[src/rtl/piso_frame_serializer.sv]
// Parallel-in serial-out framer feeding a SISO stage over Serial_OUT/Load.
// Optional even-parity trailer bit: define PARITY_BIT_EN.
module piso_frame_serializer #(
  parameter int WIDTH      = 4,
  parameter bit MSB_FIRST  = 1'b1,
  parameter int GAP_CYCLES = 1
) (
  input  logic             CLK,
  input  logic             RST,
  input  logic [WIDTH-1:0] Data_IN,
  input  logic             Data_Valid,
  output logic             Data_Ready,
  output logic             Serial_OUT,
  output logic             Load,
  output logic             Busy,
  output logic             Done
);

  localparam int CW = $clog2(WIDTH + 1);
`ifdef PARITY_BIT_EN
  localparam int NBITS = WIDTH + 1;
`else
  localparam int NBITS = WIDTH;
`endif
  localparam logic [CW-1:0] LAST = CW'(NBITS - 1);
  localparam logic [3:0] GAP_LAST =
    (GAP_CYCLES > 0) ? 4'(GAP_CYCLES - 1) : 4'd0;

  typedef enum logic [1:0] {
    IDLE,
    SHIFT,
    GAP
  } state_t;

  state_t           state, state_n;
  logic [WIDTH-1:0] sr, sr_n;
  logic [CW-1:0]    bcnt, bcnt_n;
  logic [3:0]       gcnt, gcnt_n;
  logic             sout_n, load_n, busy_n, done_n;
  logic             accept;
`ifdef PARITY_BIT_EN
  logic             par, par_n;
`endif

  function automatic logic head(input logic [WIDTH-1:0] w);
    return MSB_FIRST ? w[WIDTH-1] : w[0];
  endfunction

  function automatic logic [WIDTH-1:0] adv(input logic [WIDTH-1:0] w);
    return MSB_FIRST ? {w[WIDTH-2:0], 1'b0} : {1'b0, w[WIDTH-1:1]};
  endfunction

  // Ready is decoded from state so the handshake needs no extra cycle
  assign Data_Ready = (state == IDLE) && !RST;
  assign accept     = Data_Valid && Data_Ready;

  always_comb begin
    state_n = state;
    sr_n    = sr;
    bcnt_n  = bcnt;
    gcnt_n  = gcnt;
    sout_n  = 1'b0;
    load_n  = 1'b0;
    done_n  = 1'b0;
`ifdef PARITY_BIT_EN
    par_n   = par;
`endif
    unique case (state)
      IDLE: begin
        if (accept) begin
          state_n = SHIFT;
          sr_n    = Data_IN;
          bcnt_n  = '0;
          sout_n  = head(Data_IN);
          load_n  = 1'b1;
`ifdef PARITY_BIT_EN
          par_n   = ^Data_IN;
`endif
        end
      end
      SHIFT: begin
        if (bcnt == LAST) begin
          done_n  = 1'b1;
          gcnt_n  = 4'd0;
          state_n = (GAP_CYCLES > 0) ? GAP : IDLE;
        end else begin
          bcnt_n = bcnt + 1'b1;
          sr_n   = adv(sr);
          load_n = 1'b1;
          sout_n = head(adv(sr));
`ifdef PARITY_BIT_EN
          if (bcnt == CW'(WIDTH - 1)) sout_n = par;
`endif
        end
      end
      GAP: begin
        if (gcnt == GAP_LAST) state_n = IDLE;
        else gcnt_n = gcnt + 4'd1;
      end
      default: state_n = IDLE;
    endcase
    busy_n = (state_n != IDLE);
  end

  always_ff @(posedge CLK or posedge RST) begin
    if (RST) begin
      state      <= IDLE;
      sr         <= '0;
      bcnt       <= '0;
      gcnt       <= 4'd0;
      Serial_OUT <= 1'b0;
      Load       <= 1'b0;
      Busy       <= 1'b0;
      Done       <= 1'b0;
    end else begin
      state      <= state_n;
      sr         <= sr_n;
      bcnt       <= bcnt_n;
      gcnt       <= gcnt_n;
      Serial_OUT <= sout_n;
      Load       <= load_n;
      Busy       <= busy_n;
      Done       <= done_n;
    end
  end

`ifdef PARITY_BIT_EN
  always_ff @(posedge CLK or posedge RST) begin
    if (RST) par <= 1'b0;
    else     par <= par_n;
  end
`endif

endmodule

[config.mk]
export PLATFORM = sky130hd
export DESIGN_NAME = piso_frame_serializer
export DESIGN_NICKNAME = d
export VERILOG_FILES = /design/src/rtl/piso_frame_serializer.sv
export SDC_FILE = /design/constraint.sdc
export NUM_CORES = 1
export LEC_CHECK = 0
export ABC_AREA = 1
export CORE_MARGIN = 4
export CORE_UTILIZATION = 55
export DETAILED_ROUTE_END_ITERATION = 16
export HOLD_SLACK_MARGIN = 0.15
export PLACE_DENSITY = 0.91
export RECOVER_POWER = 100
export REMOVE_ABC_BUFFERS = 1
export SYNTH_ARGS = -nofsm -noshare
export SYNTH_HDL_FRONTEND = slang
export SYNTH_SLANG_ARGS = --single-unit
[constraint.sdc]
create_clock -name CLK -period 3.4 [get_ports CLK]
set_input_delay 0.51 -clock CLK [delete_from_list [all_inputs] [get_ports CLK]]
set_output_delay 0.51 -clock CLK [all_outputs]
set_load 0.005 [all_outputs]
# Word-level counts from Yosys, hierarchy flattened
# Index checks and enable logic that the tools add are counted.
classes:
  add_sub_neg: 2
  eq_ne: 7
  mux: 21
  reduce_logical: 10
ops:
  columns: ["cell", "count"]
  rows:
  - ["$mux 3", 4]
  - ["$pmux 3 s2", 2]
  - ["$mux 4", 2]
  - ["$ne 2x2->1 const B", 4]
  - ["$pmux 4 s2", 1]
  - ["$mux 1", 6]
  - ["$mux 2", 3]
  - ["$pmux 2 s3", 1]
  - ["$reduce_and 3->1", 2]
  - ["$reduce_bool 2->1", 3]
  - ["$add 4x1->4 const B", 1]
  - ["$logic_not 4->1", 1]
  - ["$pmux 1 s2", 2]
  - ["$add 3x1->3 const B", 1]
  - ["$eq 3x2->1 const B", 1]
  - ["$eq 2x1->1 const B", 1]
  - ["$eq 2x2->1 const B", 1]
  - ["$logic_and 1x1->1", 2]
  - ["$logic_not 2->1", 1]
  - ["$logic_not 1->1", 1]
totals:
  regBits: 16
  output_inout_bits: 5
  elab_cells: 48

# Logic depth before layout (Yosys ltp)
# Gate-level depths: netlist of run 1.
depth:
  depth_word: 6
  ltp_mapped: 7
  mapped_depth_nobuf: 7

# Worst setup path before layout of run 1
# OpenSTA, ideal clock, no wires.
synth_timing:
  path_kind: "input port to flip-flop"
  from: "in RST"
  to: "reg bcnt[0]"
  setup_time_ns: 0.065
  t_arrival_ns: 1.339
  required_ns: 3.335
  slack_ns: 1.997
  path_stages: 5
  cell_sequence: "inv_1 -> nand3_1 -> nand2_4 -> nand2_1 -> nand2_1"
synth_via:
  elab_chain_len: 5
synth_lines:
  columns: ["item", "line", "rtl"]
  rows:
  - ["start, declared", "9", "input logic RST,"]
  - ["$logic_not 1->1 (no line)", null, null]
  - ["$logic_and 1x1->1", "54", "assign Data_Ready = (state == IDLE) && !RST;"]
  - ["$logic_and 1x1->1", "55", "assign accept = Data_Valid && Data_Ready;"]
  - ["$ne 2x2->1 (no line)", null, null]
  - ["$reduce_and 3->1 (no line)", null, null]
  - ["end signal, assigned", "118", "bcnt <= bcnt_n;"]
  - ["end, declared", "37", "logic [CW-1:0] bcnt, bcnt_n;"]
# No other way between the ends.
# A chain may end at the register's enable or synchronous reset.

# Worst setup path after layout of run 1
layout_timing:
  from: "in RST"
  to: "out Data_Ready"
layout_via:
  elab_chain_len: 2
layout_lines:
  columns: ["item", "line", "rtl"]
  rows:
  - ["$logic_not 1->1 (no line)", null, null]
  - ["$logic_and 1x1->1", "54", null]
  - ["end, declared", "12", "output logic Data_Ready,"]
# No other way between the ends.

==> results of run 1 <==
[state kept, by name, summed over array words and instances, names as in the netlist]
register / cells
Serial_OUT: 1
Busy: 1
state: 2
bcnt: 3
gcnt: 4
Done: 1
Load: 1
sr: 3
[layer usage]
metal	vias to the layer above	part of all wire (%)
li1	344	-
met1	298	45
met2	26	46
met3	2	7.5
met4	0	1.2
met5	-	0
[stage by stage]
step | util [%] | setup slack, ns | power (mW)
2_1_floorplan | - | 1.997 | 0.4331
3_3_place_gp | 69.51 | 1.183 | 0.5097
3_5_place_dp | 69.51 | 1.151 | 0.5231
4_1_cts | 71.18 | 1.151 | 0.6239
5_1_grt | 69.88 | 0.9186 | 0.6400
6_report | 69.88 | 1.000 | 0.5948
[where the power goes]
part	total [mW]	leakage [nW]	internal, mW	switching [mW]
logic	0.224	0.295	0.0896	0.134
clock network	0.0986	0.0138	0.0412	0.0575
registers	0.272	0.209	0.242	0.0301
[worst max path at each step]
stage	cells past startpoint	end	start	slack (ns)
detailed placement	3	Data_Ready	RST	1.15
CTS	3	Data_Ready	RST	1.15
finish	3	Data_Ready	RST	1.00
global route	3	Data_Ready	RST	0.92
floorplan	5	bcnt[0]	RST	2.00
global placement	3	Data_Ready	RST	1.18
[cells in the mapped netlist]
| master | n |
|---|---|
| sky130_fd_sc_hd__nand2_4 | 2 |
| sky130_fd_sc_hd__inv_1 | 15 |
| sky130_fd_sc_hd__nor3_1 | 1 |
| sky130_fd_sc_hd__nor2_1 | 7 |
| sky130_fd_sc_hd__ha_1 | 4 |
| sky130_fd_sc_hd__nand2_2 | 4 |
| sky130_fd_sc_hd__nand2_1 | 36 |
| sky130_fd_sc_hd__nand3_1 | 11 |
| sky130_fd_sc_hd__nand4_1 | 1 |
| sky130_fd_sc_hd__nor2_2 | 1 |
| sky130_fd_sc_hd__dfrtp_1 | 16 |
| sky130_fd_sc_hd__o21ai_0 | 2 |
| sky130_fd_sc_hd__a21oi_1 | 1 |
| sky130_fd_sc_hd__inv_4 | 1 |
[worst min-delay path: cells and delay by family (launching register included)]
kind          cells  cell delay [ns]
simple gates      2             0.10
flops             1             0.35
[cell families (layout without fill, tap and decap cells)]
family	after synthesis	after routing	share of synthesized area, %
AND/OR/NAND/NOR	63	63	34.78
flip-flops	16	16	49.46
buffers and inverters	16	30	7.728
adder cells (fa/ha/maj)	4	4	6.183
AO/OA/AOI/OAI	3	3	1.854
[cell type report]
class	instances	area [um^2]
Multi-Input combinational cell	70	329.1
Tap cell	15	18.77
Clock buffer	3	22.52
Sequential cell	16	400.4
Timing Repair Buffer	11	110.1
Fill cell	99	406.6
Inverter	16	62.56
==> metrics.log, run 1 <==
[metrics] HPWL reported at the end of detailed placement: 1081 um
[metrics] top cell type's share of synthesized area: 49.46%
[metrics] final standard cell area without fillers: 943.4 um^2
[metrics] largest net degree at the start of global routing: 18
[metrics] capture point of the worst reg-to-reg path: sr[0]
[metrics] maximum clock skew at final layout: 0.001559 ns
[metrics] worst min-delay path category: flop to flop
[metrics] minimum clock period after layout: 2.400 ns
[metrics] number of maximum-capacitance violations: 0
[metrics] routability congestion estimate from global placement: 0.7600
[metrics] DRC violations left: 0
[metrics] # nets final: 129
[metrics] category of cells accounting for the largest share of critical-path delay: buffers and inverters
[metrics] clock insertion delay at the later pin of the skew report: 0.28 ns
[metrics] cell types occupying the most area after synthesis: sky130_fd_sc_hd__dfrtp_1 (49%), sky130_fd_sc_hd__nand2_1 (17%), sky130_fd_sc_hd__inv_1 (7.0%)
[metrics] sequential share of the synthesized area: 49.46%
[metrics] routing usage on met3: 4.688%
[metrics] TritonCTS sink count: 16
[metrics] worst-path fanout max: 3
[metrics] total overflow reported by the global router: 0
[metrics] Reg2Reg Setup Slack: 1.99 ns
[metrics] I/O pin cnt: 12
[metrics] die area: 2150 um^2
[metrics] number of buffers on the longest clock path: 2
[metrics] met2 track demand over resource in global routing: 25.00%
[metrics] Root Buffer: sky130_fd_sc_hd__clkbuf_4
[metrics] number of diodes added for antenna fixing: 0
[metrics] average vias per placed instance: 5.115
[metrics] routed wire length per instance: 11.02 um
[metrics] number of buffer and inverter instances along the worst setup path: 2
[metrics] worst-case hold path end point: bcnt[2]
[metrics] count of TritonRoute iterations in the first routing pass: 4
[metrics] CTS Buf Count: 3
[metrics] mean instance size in the synthesized netlist: 7.937 um^2
[metrics] number of standard-cell rows in the floorplan: 13
[metrics] Min-Delay Startpoint: bcnt[2]
[metrics] core region area: 1350 um^2
[metrics] initial core utilization: 59.96%
[metrics] Netlist Area Pre-Place: 809.5 um^2
[metrics] Worst Reg-to-Reg Cells: 6
[metrics] flops & latches, synth: 16
[metrics] data required time at the worst endpoint: 2.89 ns
[metrics] slowest stage cell, crit path: sky130_fd_sc_hd__dlygate4sd3_1
[metrics] critical register-to-register path startpoint: bcnt[0]
[metrics] final number of hold-violating endpoints: 0
[metrics] leading cell type in the layout, fill and taps excluded: sky130_fd_sc_hd__nand2_1
[metrics] most frequent cells in the layout: sky130_fd_sc_hd__nand2_1 (39), sky130_fd_sc_hd__dfrtp_1 (16), sky130_fd_sc_hd__inv_1 (15)
[metrics] Total Neg Setup Slack: 0 ns
[metrics] fraction of layout cells with a size suffix above 1: 6.897%
[metrics] vertical die dimension: 46.37 um
[metrics] initial antenna violation count: 0
[metrics] via count: 670
[metrics] delay of the slowest critical-path stage: 0.61 ns
[metrics] transition at the pin with the smallest max-transition slack: 0.6065 ns
[metrics] Synth area leader: sky130_fd_sc_hd__dfrtp_1
[metrics] area grow syn2layout: 16.54%
[metrics] TritonCTS clock tree: built
[metrics] antenna violation net count after detailed routing: 0
[metrics] hold path depth: 2
[metrics] Post-Place Cells: 128
[metrics] global route hottest layer: met2
[metrics] Initial DRC Count: 17
[metrics] smallest hold slack: 0.4894 ns
[metrics] number of port buffers: 11
[metrics] Total Routed Length: 1444 um
[metrics] Die X: 46.37 um
[metrics] worst path cell trace: dlygate4sd3_1, nor3_1, dlygate4sd3_1
[metrics] unrepaired setup endpoints after global routing: no
[metrics] met1 capacity usage during global routing: 19.90%
[metrics] warnings from Yosys: 0
[metrics] non-filler cells in the finished layout: 131
[metrics] power per unit of standard cell area: 630.5 nW/um^2
[metrics] post-cts repair resize count: 0
[metrics] Pins Over Slew Limit: 0
[metrics] Clock H-tree levels: 1
[metrics] Cells after Synth: 102
[metrics] critical path data arrival time: 1.89 ns
[metrics] Post-CTS Setup Repair Bufs: 0
[metrics] Slew headroom: 59.52%
[metrics] cell area after placement: 938.4 um^2
[metrics] run status: completed
[metrics] cell repeated most along the worst path: sky130_fd_sc_hd__dlygate4sd3_1
[metrics] CTS Hold Buffers Added: 0
[metrics] launching element type of the critical path: input port
[metrics] first-pass GRT wire length: 2401 um
[metrics] overall routing resource usage: 15.91%
[metrics] Worst IR Drop VDD: 0.0004675 V
[metrics] number of distinct library cells after synthesis: 14
[metrics] path type of the worst setup path: input port to output pin
[metrics] endpoint class of the critical path: output pin
[metrics] post-route clock period utilization: 70.58%
[metrics] timing-limited maximum frequency: 0.4167 GHz
[metrics] final setup violation count: 0
[metrics] static leakage: 0.5176 nW
[metrics] clock transition at the register clock pins on the worst setup and hold paths after CTS: 0.09 ns
[metrics] via count of the first global-routing pass: 591
Note: power is estimated with default switching activity, not from simulation.
==> inputs of run 2 (changes only) <==
--- a/config.mk
+++ b/config.mk
@@ -7,10 +7,10 @@
 export LEC_CHECK = 0
 export ABC_AREA = 1
 export CORE_MARGIN = 4
-export CORE_UTILIZATION = 55
+export CORE_UTILIZATION = 51
 export DETAILED_ROUTE_END_ITERATION = 16
 export HOLD_SLACK_MARGIN = 0.15
-export PLACE_DENSITY = 0.91
+export PLACE_DENSITY = 0.86
 export RECOVER_POWER = 100
 export REMOVE_ABC_BUFFERS = 1
 export SYNTH_ARGS = -nofsm -noshare
==> constraint.sdc (replaced) <==
create_clock -name CLK -period 2.5 [get_ports CLK]
set_input_delay 0.375 -clock CLK [delete_from_list [all_inputs] [get_ports CLK]]
set_output_delay 0.375 -clock CLK [all_outputs]
set_load 0.005 [all_outputs]
==> metrics.log, run 2 (same netlist as run 1, synthesis figures left out) <==
[metrics] delay of the slowest critical-path stage: 0.61 ns (about the same)
[metrics] fraction of layout cells with a size suffix above 1: 7.627% (was 6.897%)
[metrics] DRC violations left: 0 (unchanged)
[metrics] area grow syn2layout: 18.86% (was 16.54%)
[metrics] die area: 2289 um^2 (was 2150 um^2)
[metrics] number of diodes added for antenna fixing: 0 (unchanged)
[metrics] critical path data arrival time: 1.64 ns (was 1.89 ns)
[metrics] number of maximum-capacitance violations: 0 (unchanged)
[metrics] Total Neg Setup Slack: 0 ns (unchanged)
[metrics] worst path cell trace: clkdlybuf4s50_1, nor3_1, dlygate4sd3_1 (was dlygate4sd3_1, nor3_1, dlygate4sd3_1)
[metrics] timing-limited maximum frequency: 0.4974 GHz
[metrics] Root Buffer: sky130_fd_sc_hd__clkbuf_4 (unchanged)
[metrics] TritonCTS clock tree: built (unchanged)
[metrics] unrepaired setup endpoints after global routing: no (unchanged)
[metrics] minimum clock period after layout: 2.010 ns
[metrics] vertical die dimension: 47.84 um (was 46.37 um)
[metrics] most frequent cells in the layout: sky130_fd_sc_hd__nand2_1 (39), sky130_fd_sc_hd__dfrtp_1 (16), sky130_fd_sc_hd__inv_1 (15) (unchanged)
[metrics] via count of the first global-routing pass: 657 (was 591)
[metrics] smallest hold slack: 0.4940 ns (was 0.4894 ns)
[metrics] Initial DRC Count: 14 (was 17)
[metrics] TritonCTS sink count: 16 (unchanged)
[metrics] endpoint class of the critical path: output pin (unchanged)
[metrics] number of buffer and inverter instances along the worst setup path: 2 (unchanged)
[metrics] I/O pin cnt: 12 (unchanged)
[metrics] post-layout total power: 0.8458 mW (was 0.5948 mW)
[metrics] final standard cell area without fillers: 962.2 um^2 (was 943.4 um^2)
[metrics] category of cells accounting for the largest share of critical-path delay: buffers and inverters (unchanged)
[metrics] power per unit of standard cell area: 879.1 nW/um^2 (was 630.5 nW/um^2)
[metrics] path type of the worst setup path: input port to output pin (unchanged)
[metrics] average vias per placed instance: 5.172 (was 5.115)
[metrics] multi-input combinational cell area: 329.1 um^2 (unchanged)
[metrics] HPWL reported at the end of detailed placement: 1190 um (was 1081 um)
[metrics] via count: 693 (was 670)
[metrics] transition at the pin with the smallest max-transition slack: 0.8718 ns (was 0.6065 ns)
[metrics] # nets final: 130 (was 129)
[metrics] leading cell type in the layout, fill and taps excluded: sky130_fd_sc_hd__nand2_1 (unchanged)
[metrics] CTS Buf Count: 3 (unchanged)
[metrics] post-cts repair resize count: 0 (unchanged)
[metrics] overall routing resource usage: 16.87% (was 15.91%)
[metrics] initial antenna violation count: 0 (unchanged)
[metrics] data required time at the worst endpoint: 2.12 ns (was 2.89 ns)
[metrics] worst-path fanout max: 3 (unchanged)
[metrics] post-route clock period utilization: 80.41%
[metrics] slowest stage cell, crit path: sky130_fd_sc_hd__dlygate4sd3_1 (unchanged)
[metrics] routability congestion estimate from global placement: 0.7343 (was 0.7600)
[metrics] core region area: 1506 um^2 (was 1350 um^2)
[metrics] run status: completed (unchanged)
[metrics] largest register by flop count: gcnt (unchanged)
[metrics] Die X: 47.84 um (was 46.37 um)
[metrics] Pins Over Slew Limit: 0 (unchanged)
[metrics] clock insertion delay at the later pin of the skew report: 0.29 ns (was 0.28 ns)
[metrics] launching element type of the critical path: input port (unchanged)
[metrics] max reg flops: 4 (unchanged)
[metrics] number of port buffers: 11 (unchanged)
[metrics] fillcell total: 125 (was 99)
[metrics] Slew headroom: 41.88% (was 59.52%)
[metrics] antenna violation net count after detailed routing: 0 (unchanged)
[metrics] Total Routed Length: 1552 um (was 1444 um)
[metrics] clock transition at the register clock pins on the worst setup and hold paths after CTS: 0.09 ns (about the same)
[metrics] CTS Hold Buffers Added: 0 (unchanged)
[metrics] number of standard-cell rows in the floorplan: 14 (was 13)
[metrics] largest net degree at the start of global routing: 18 (unchanged)
[metrics] cell area after placement: 947.2 um^2 (was 938.4 um^2)
[metrics] initial core utilization: 53.74% (was 59.96%)
[metrics] final setup violation count: 0 (unchanged)
[metrics] number of buffers on the longest clock path: 2 (unchanged)
[metrics] count of TritonRoute iterations in the first routing pass: 4 (unchanged)
[metrics] Worst IR Drop VDD: 0.0005688 V (was 0.0004675 V)
[metrics] Post-CTS Setup Repair Bufs: 0 (unchanged)
[metrics] Clock H-tree levels: 1 (unchanged)
[metrics] first-pass GRT wire length: 2635 um (was 2401 um)
[metrics] final number of hold-violating endpoints: 0 (unchanged)
[metrics] worst min-delay path category: flop to flop (unchanged)
[metrics] static leakage: 0.5257 nW (was 0.5176 nW)
[metrics] total overflow reported by the global router: 0 (unchanged)
[metrics] area used by sequential logic in the layout: 400.4 um^2 (unchanged)
[metrics] routed wire length per instance: 11.58 um (was 11.02 um)
[metrics] maximum clock skew at final layout: 0.001510 ns (was 0.001559 ns)
[metrics] Top Registers: gcnt: 4 flops, bcnt: 3 flops, sr: 3 flops (unchanged)
==> run 2: cell type report <==
type,count,area share [%]
Clock buffer,4,3.771
Inverter,16,6.502
Multi-Input combinational cell,70,34.20
Sequential cell,16,41.61
Tap cell,16,2.081
Timing Repair Buffer,12,11.83
==> run 2: path summary, 6_finish.rpt <==
kind | startpoint | end | slack (ns) | cells past startpoint
hold / removal | sr[2] | sr[2] | 0.49 | 2
setup / recovery | RST | Data_Ready | 0.49 | 3
setup reg to reg | bcnt[0] | bcnt[1] | 1.07 | 6
hold reg to reg | sr[2] | sr[2] | 0.49 | 2
max in group asynchronous | RST | sr[1] | 1.28 | 3
min in group asynchronous | RST | gcnt[3] | 0.69 | 3
==> run 2: power by group <==
part / switching (mW) / leakage, nW / internal, mW
combinational: 0.183 / 0.296 / 0.122
sequential: 0.0413 / 0.209 / 0.329
clock: 0.0811 / 0.0210 / 0.0887
total: 0.306 / 0.526 / 0.540
==> run 2: worst register-to-register path: cells and delay by family (launching register included) <==
family / cells / cell delay, ns
fa+ha+maj: 2 / 0.42
simple gates: 3 / 0.38
compound gates: 1 / 0.14
flops: 1 / 0.41
==> run 2: metrics by stage <==
stage          utilization, %  worst slack [ns]  std cells
2_1_floorplan               -             1.215        102
3_3_place_gp            62.87            0.6048        130
3_5_place_dp            62.87            0.5296        130
4_1_cts                 65.28            0.5225        134
5_1_grt                 63.87            0.3256        134
6_report                63.87            0.4897        134
==> run 2: per-layer routing <==
metal	GRT usage, %	up-vias	routed length [um]
met1	18.71	326	670
met2	28.76	14	783
met4	8.065	0	29
met5	0	-	0
met3	5.639	5	68
li1	-	348	-
==> inputs of run 3 (changes only) <==
==> constraint.sdc (replaced) <==
create_clock -name CLK -period 2.1 [get_ports CLK]
set_input_delay 0.315 -clock CLK [delete_from_list [all_inputs] [get_ports CLK]]
set_output_delay 0.315 -clock CLK [all_outputs]
set_load 0.005 [all_outputs]
==> metrics.log, run 3 (same netlist as run 1, synthesis figures left out) <==
[metrics] Total Neg Setup Slack: 0 ns (unchanged)
[metrics] final setup violation count: 0 (unchanged)
[metrics] post-cts repair resize count: 0 (unchanged)
[metrics] count of TritonRoute iterations in the first routing pass: 4 (unchanged)
[metrics] Worst Reg-to-Reg Cells: 6 (unchanged)
[metrics] I/O pin cnt: 12 (unchanged)
[metrics] Min-Delay Startpoint: sr[2] (unchanged)
[metrics] number of diodes added for antenna fixing: 0 (unchanged)
[metrics] number of port buffers: 11 (unchanged)
[metrics] largest net degree at the start of global routing: 17 (was 18)
[metrics] core region area: 1506 um^2 (unchanged)
[metrics] via count: 654 (was 693)
[metrics] vertical die dimension: 47.84 um (unchanged)
[metrics] unrepaired setup endpoints after global routing: no (unchanged)
[metrics] number of maximum-capacitance violations: 0 (unchanged)
[metrics] average vias per placed instance: 4.917 (was 5.172)
[metrics] die area: 2289 um^2 (unchanged)
[metrics] capture point of the worst reg-to-reg path: bcnt[1] (unchanged)
[metrics] Reg2Reg Setup Slack: 0.68 ns (was 1.07 ns)
[metrics] max reg flops: 4 (unchanged)
[metrics] number of standard-cell rows in the floorplan: 14 (unchanged)
[metrics] worst path cell trace: nor3_1, dlygate4sd3_1 (was clkdlybuf4s50_1, nor3_1, dlygate4sd3_1)
[metrics] worst-path fanout max: 5 (was 3)
[metrics] initial core utilization: 53.74% (unchanged)
[metrics] fillcell total: 124 (was 125)
[metrics] Post-CTS Setup Repair Bufs: 0 (unchanged)
[metrics] path type of the worst setup path: flop to output pin (was input port to output pin)
[metrics] Pins Over Slew Limit: 0 (unchanged)
[metrics] routed wire length per instance: 10.38 um (was 11.58 um)
[metrics] clock insertion delay at the later pin of the skew report: 0.28 ns (was 0.29 ns)
[metrics] Initial DRC Count: 9 (was 14)
[metrics] minimum clock period after layout: 1.917 ns
[metrics] via count of the first global-routing pass: 594 (was 657)
[metrics] Die X: 47.84 um (unchanged)
[metrics] critical path data arrival time: 1.60 ns (was 1.64 ns)
[metrics] run status: completed (unchanged)
[metrics] fraction of layout cells with a size suffix above 1: 5.983% (was 7.627%)
[metrics] overall routing resource usage: 14.71% (was 16.87%)
[metrics] Slew headroom: 44.79% (was 41.88%)
[metrics] Top Registers: gcnt: 4 flops, bcnt: 3 flops, sr: 3 flops (unchanged)
[metrics] critical register-to-register path startpoint: bcnt[0] (unchanged)
[metrics] area grow syn2layout: 16.85% (was 18.86%)
[metrics] leading cell type in the layout, fill and taps excluded: sky130_fd_sc_hd__nand2_1 (unchanged)
[metrics] CTS Hold Buffers Added: 0 (unchanged)
[metrics] initial antenna violation count: 0 (unchanged)
[metrics] most frequent cells in the layout: sky130_fd_sc_hd__nand2_1 (40), sky130_fd_sc_hd__dfrtp_1 (16), sky130_fd_sc_hd__inv_1 (15) (was sky130_fd_sc_hd__nand2_1 (39), sky130_fd_sc_hd__dfrtp_1 (16), sky130_fd_sc_hd__inv_1 (15))
[metrics] category of cells accounting for the largest share of critical-path delay: buffers and inverters (unchanged)
[metrics] launching element type of the critical path: flop (was input port)
[metrics] smallest hold slack: 0.4883 ns (was 0.4940 ns)
[metrics] maximum clock skew at final layout: 0.005564 ns (was 0.001510 ns)
[metrics] # nets final: 130 (unchanged)
[metrics] post-layout total power: 0.9478 mW (was 0.8458 mW)
[metrics] TritonCTS clock tree: built (unchanged)
[metrics] HPWL reported at the end of detailed placement: 1074 um (was 1190 um)
[metrics] Root Buffer: sky130_fd_sc_hd__clkbuf_4 (unchanged)
[metrics] routability congestion estimate from global placement: 0.7427 (was 0.7343)
[metrics] worst min-delay path category: flop to flop (unchanged)
[metrics] power per unit of standard cell area: 1002 nW/um^2 (was 879.1 nW/um^2)
[metrics] final number of hold-violating endpoints: 0 (unchanged)
[metrics] post-route clock period utilization: 91.28%
[metrics] Clock H-tree levels: 1 (unchanged)
[metrics] antenna violation net count after detailed routing: 0 (unchanged)
[metrics] clock transition at the register clock pins on the worst setup and hold paths after CTS: 0.09 ns (about the same)
[metrics] data required time at the worst endpoint: 1.78 ns (was 2.12 ns)
[metrics] slowest stage cell, crit path: sky130_fd_sc_hd__dlygate4sd3_1 (unchanged)
[metrics] TritonCTS sink count: 16 (unchanged)
[metrics] timing-limited maximum frequency: 0.5217 GHz
[metrics] static leakage: 0.5186 nW (was 0.5257 nW)
[metrics] transition at the pin with the smallest max-transition slack: 0.8282 ns (was 0.8718 ns)
[metrics] total stage count of the critical path: 2 (was 3)
[metrics] largest register by flop count: gcnt (unchanged)
[metrics] Worst IR Drop VDD: 0.0005241 V (was 0.0005688 V)
[metrics] first-pass GRT wire length: 2380 um (was 2635 um)
[metrics] hold path depth: 2 (unchanged)
[metrics] delay of the slowest critical-path stage: 0.60 ns (was 0.61 ns)
[metrics] endpoint class of the critical path: output pin (unchanged)
[metrics] number of buffers on the longest clock path: 2 (unchanged)
[metrics] DRC violations left: 0 (unchanged)
[metrics] total overflow reported by the global router: 0 (unchanged)
[metrics] Total Routed Length: 1381 um (was 1552 um)
[metrics] worst-case hold path end point: sr[2] (unchanged)
[metrics] number of buffer and inverter instances along the worst setup path: 1 (was 2)
[metrics] CTS Buf Count: 3 (unchanged)
==> run 3: where the power goes <==
group          internal [mW]  total, mW  switching (mW)
sequential             0.392      0.442          0.0494
clock                 0.0664      0.154          0.0873
combinational          0.144      0.352           0.209
total                  0.602      0.948           0.346
==> run 3: final cells by class <==
cell class	count	area [um^2]	share of cell area, %
Timing Repair Buffer	12	113.9	12.04
Tap cell	16	20.02	2.116
Inverter	16	62.56	6.614
Multi-Input combinational cell	70	326.6	34.52
Clock buffer	3	22.52	2.381
Sequential cell	16	400.4	42.33
==> run 3: worst max-delay path by stage <==
stage / from / to / slack (ns)
6_report: state[0] / Data_Ready / 0.18
2_1_floorplan: bcnt[0] / bcnt[0] / 0.82
3_3_place_gp: RST / Data_Ready / 0.32
5_1_grt: state[0] / Data_Ready / 0.06
3_5_place_dp: RST / Data_Ready / 0.26
4_1_cts: state[0] / Data_Ready / 0.21
==> run 3: tightest hold or removal path, stage by stage (launching register included) <==
cell                      delay, ns
sky130_fd_sc_hd__dfrtp_1       0.35
sky130_fd_sc_hd__nand2_1       0.05
sky130_fd_sc_hd__nand2_1       0.06
==> run 3: stage by stage <==
step	utilization (%)	setup slack [ns]	std cells	instance area (um^2)
global route	62.79	0.05949	133	945.9
detailed placement	62.87	0.2630	130	947.2
global placement	62.87	0.3208	130	947.2
floorplan	-	0.8154	102	809.5
finish	62.79	0.1831	133	945.9
CTS	64.37	0.2063	133	969.7
==> run 3: routing by layer <==
metal | global-route usage, % | wire length, um | vias up
li1 | - | - | 344
met1 | 18.89 | 665 | 297
met2 | 23.48 | 646 | 11
met3 | 4.511 | 65 | 2
met4 | 4.839 | 4 | 0
met5 | 0 | 0 | -
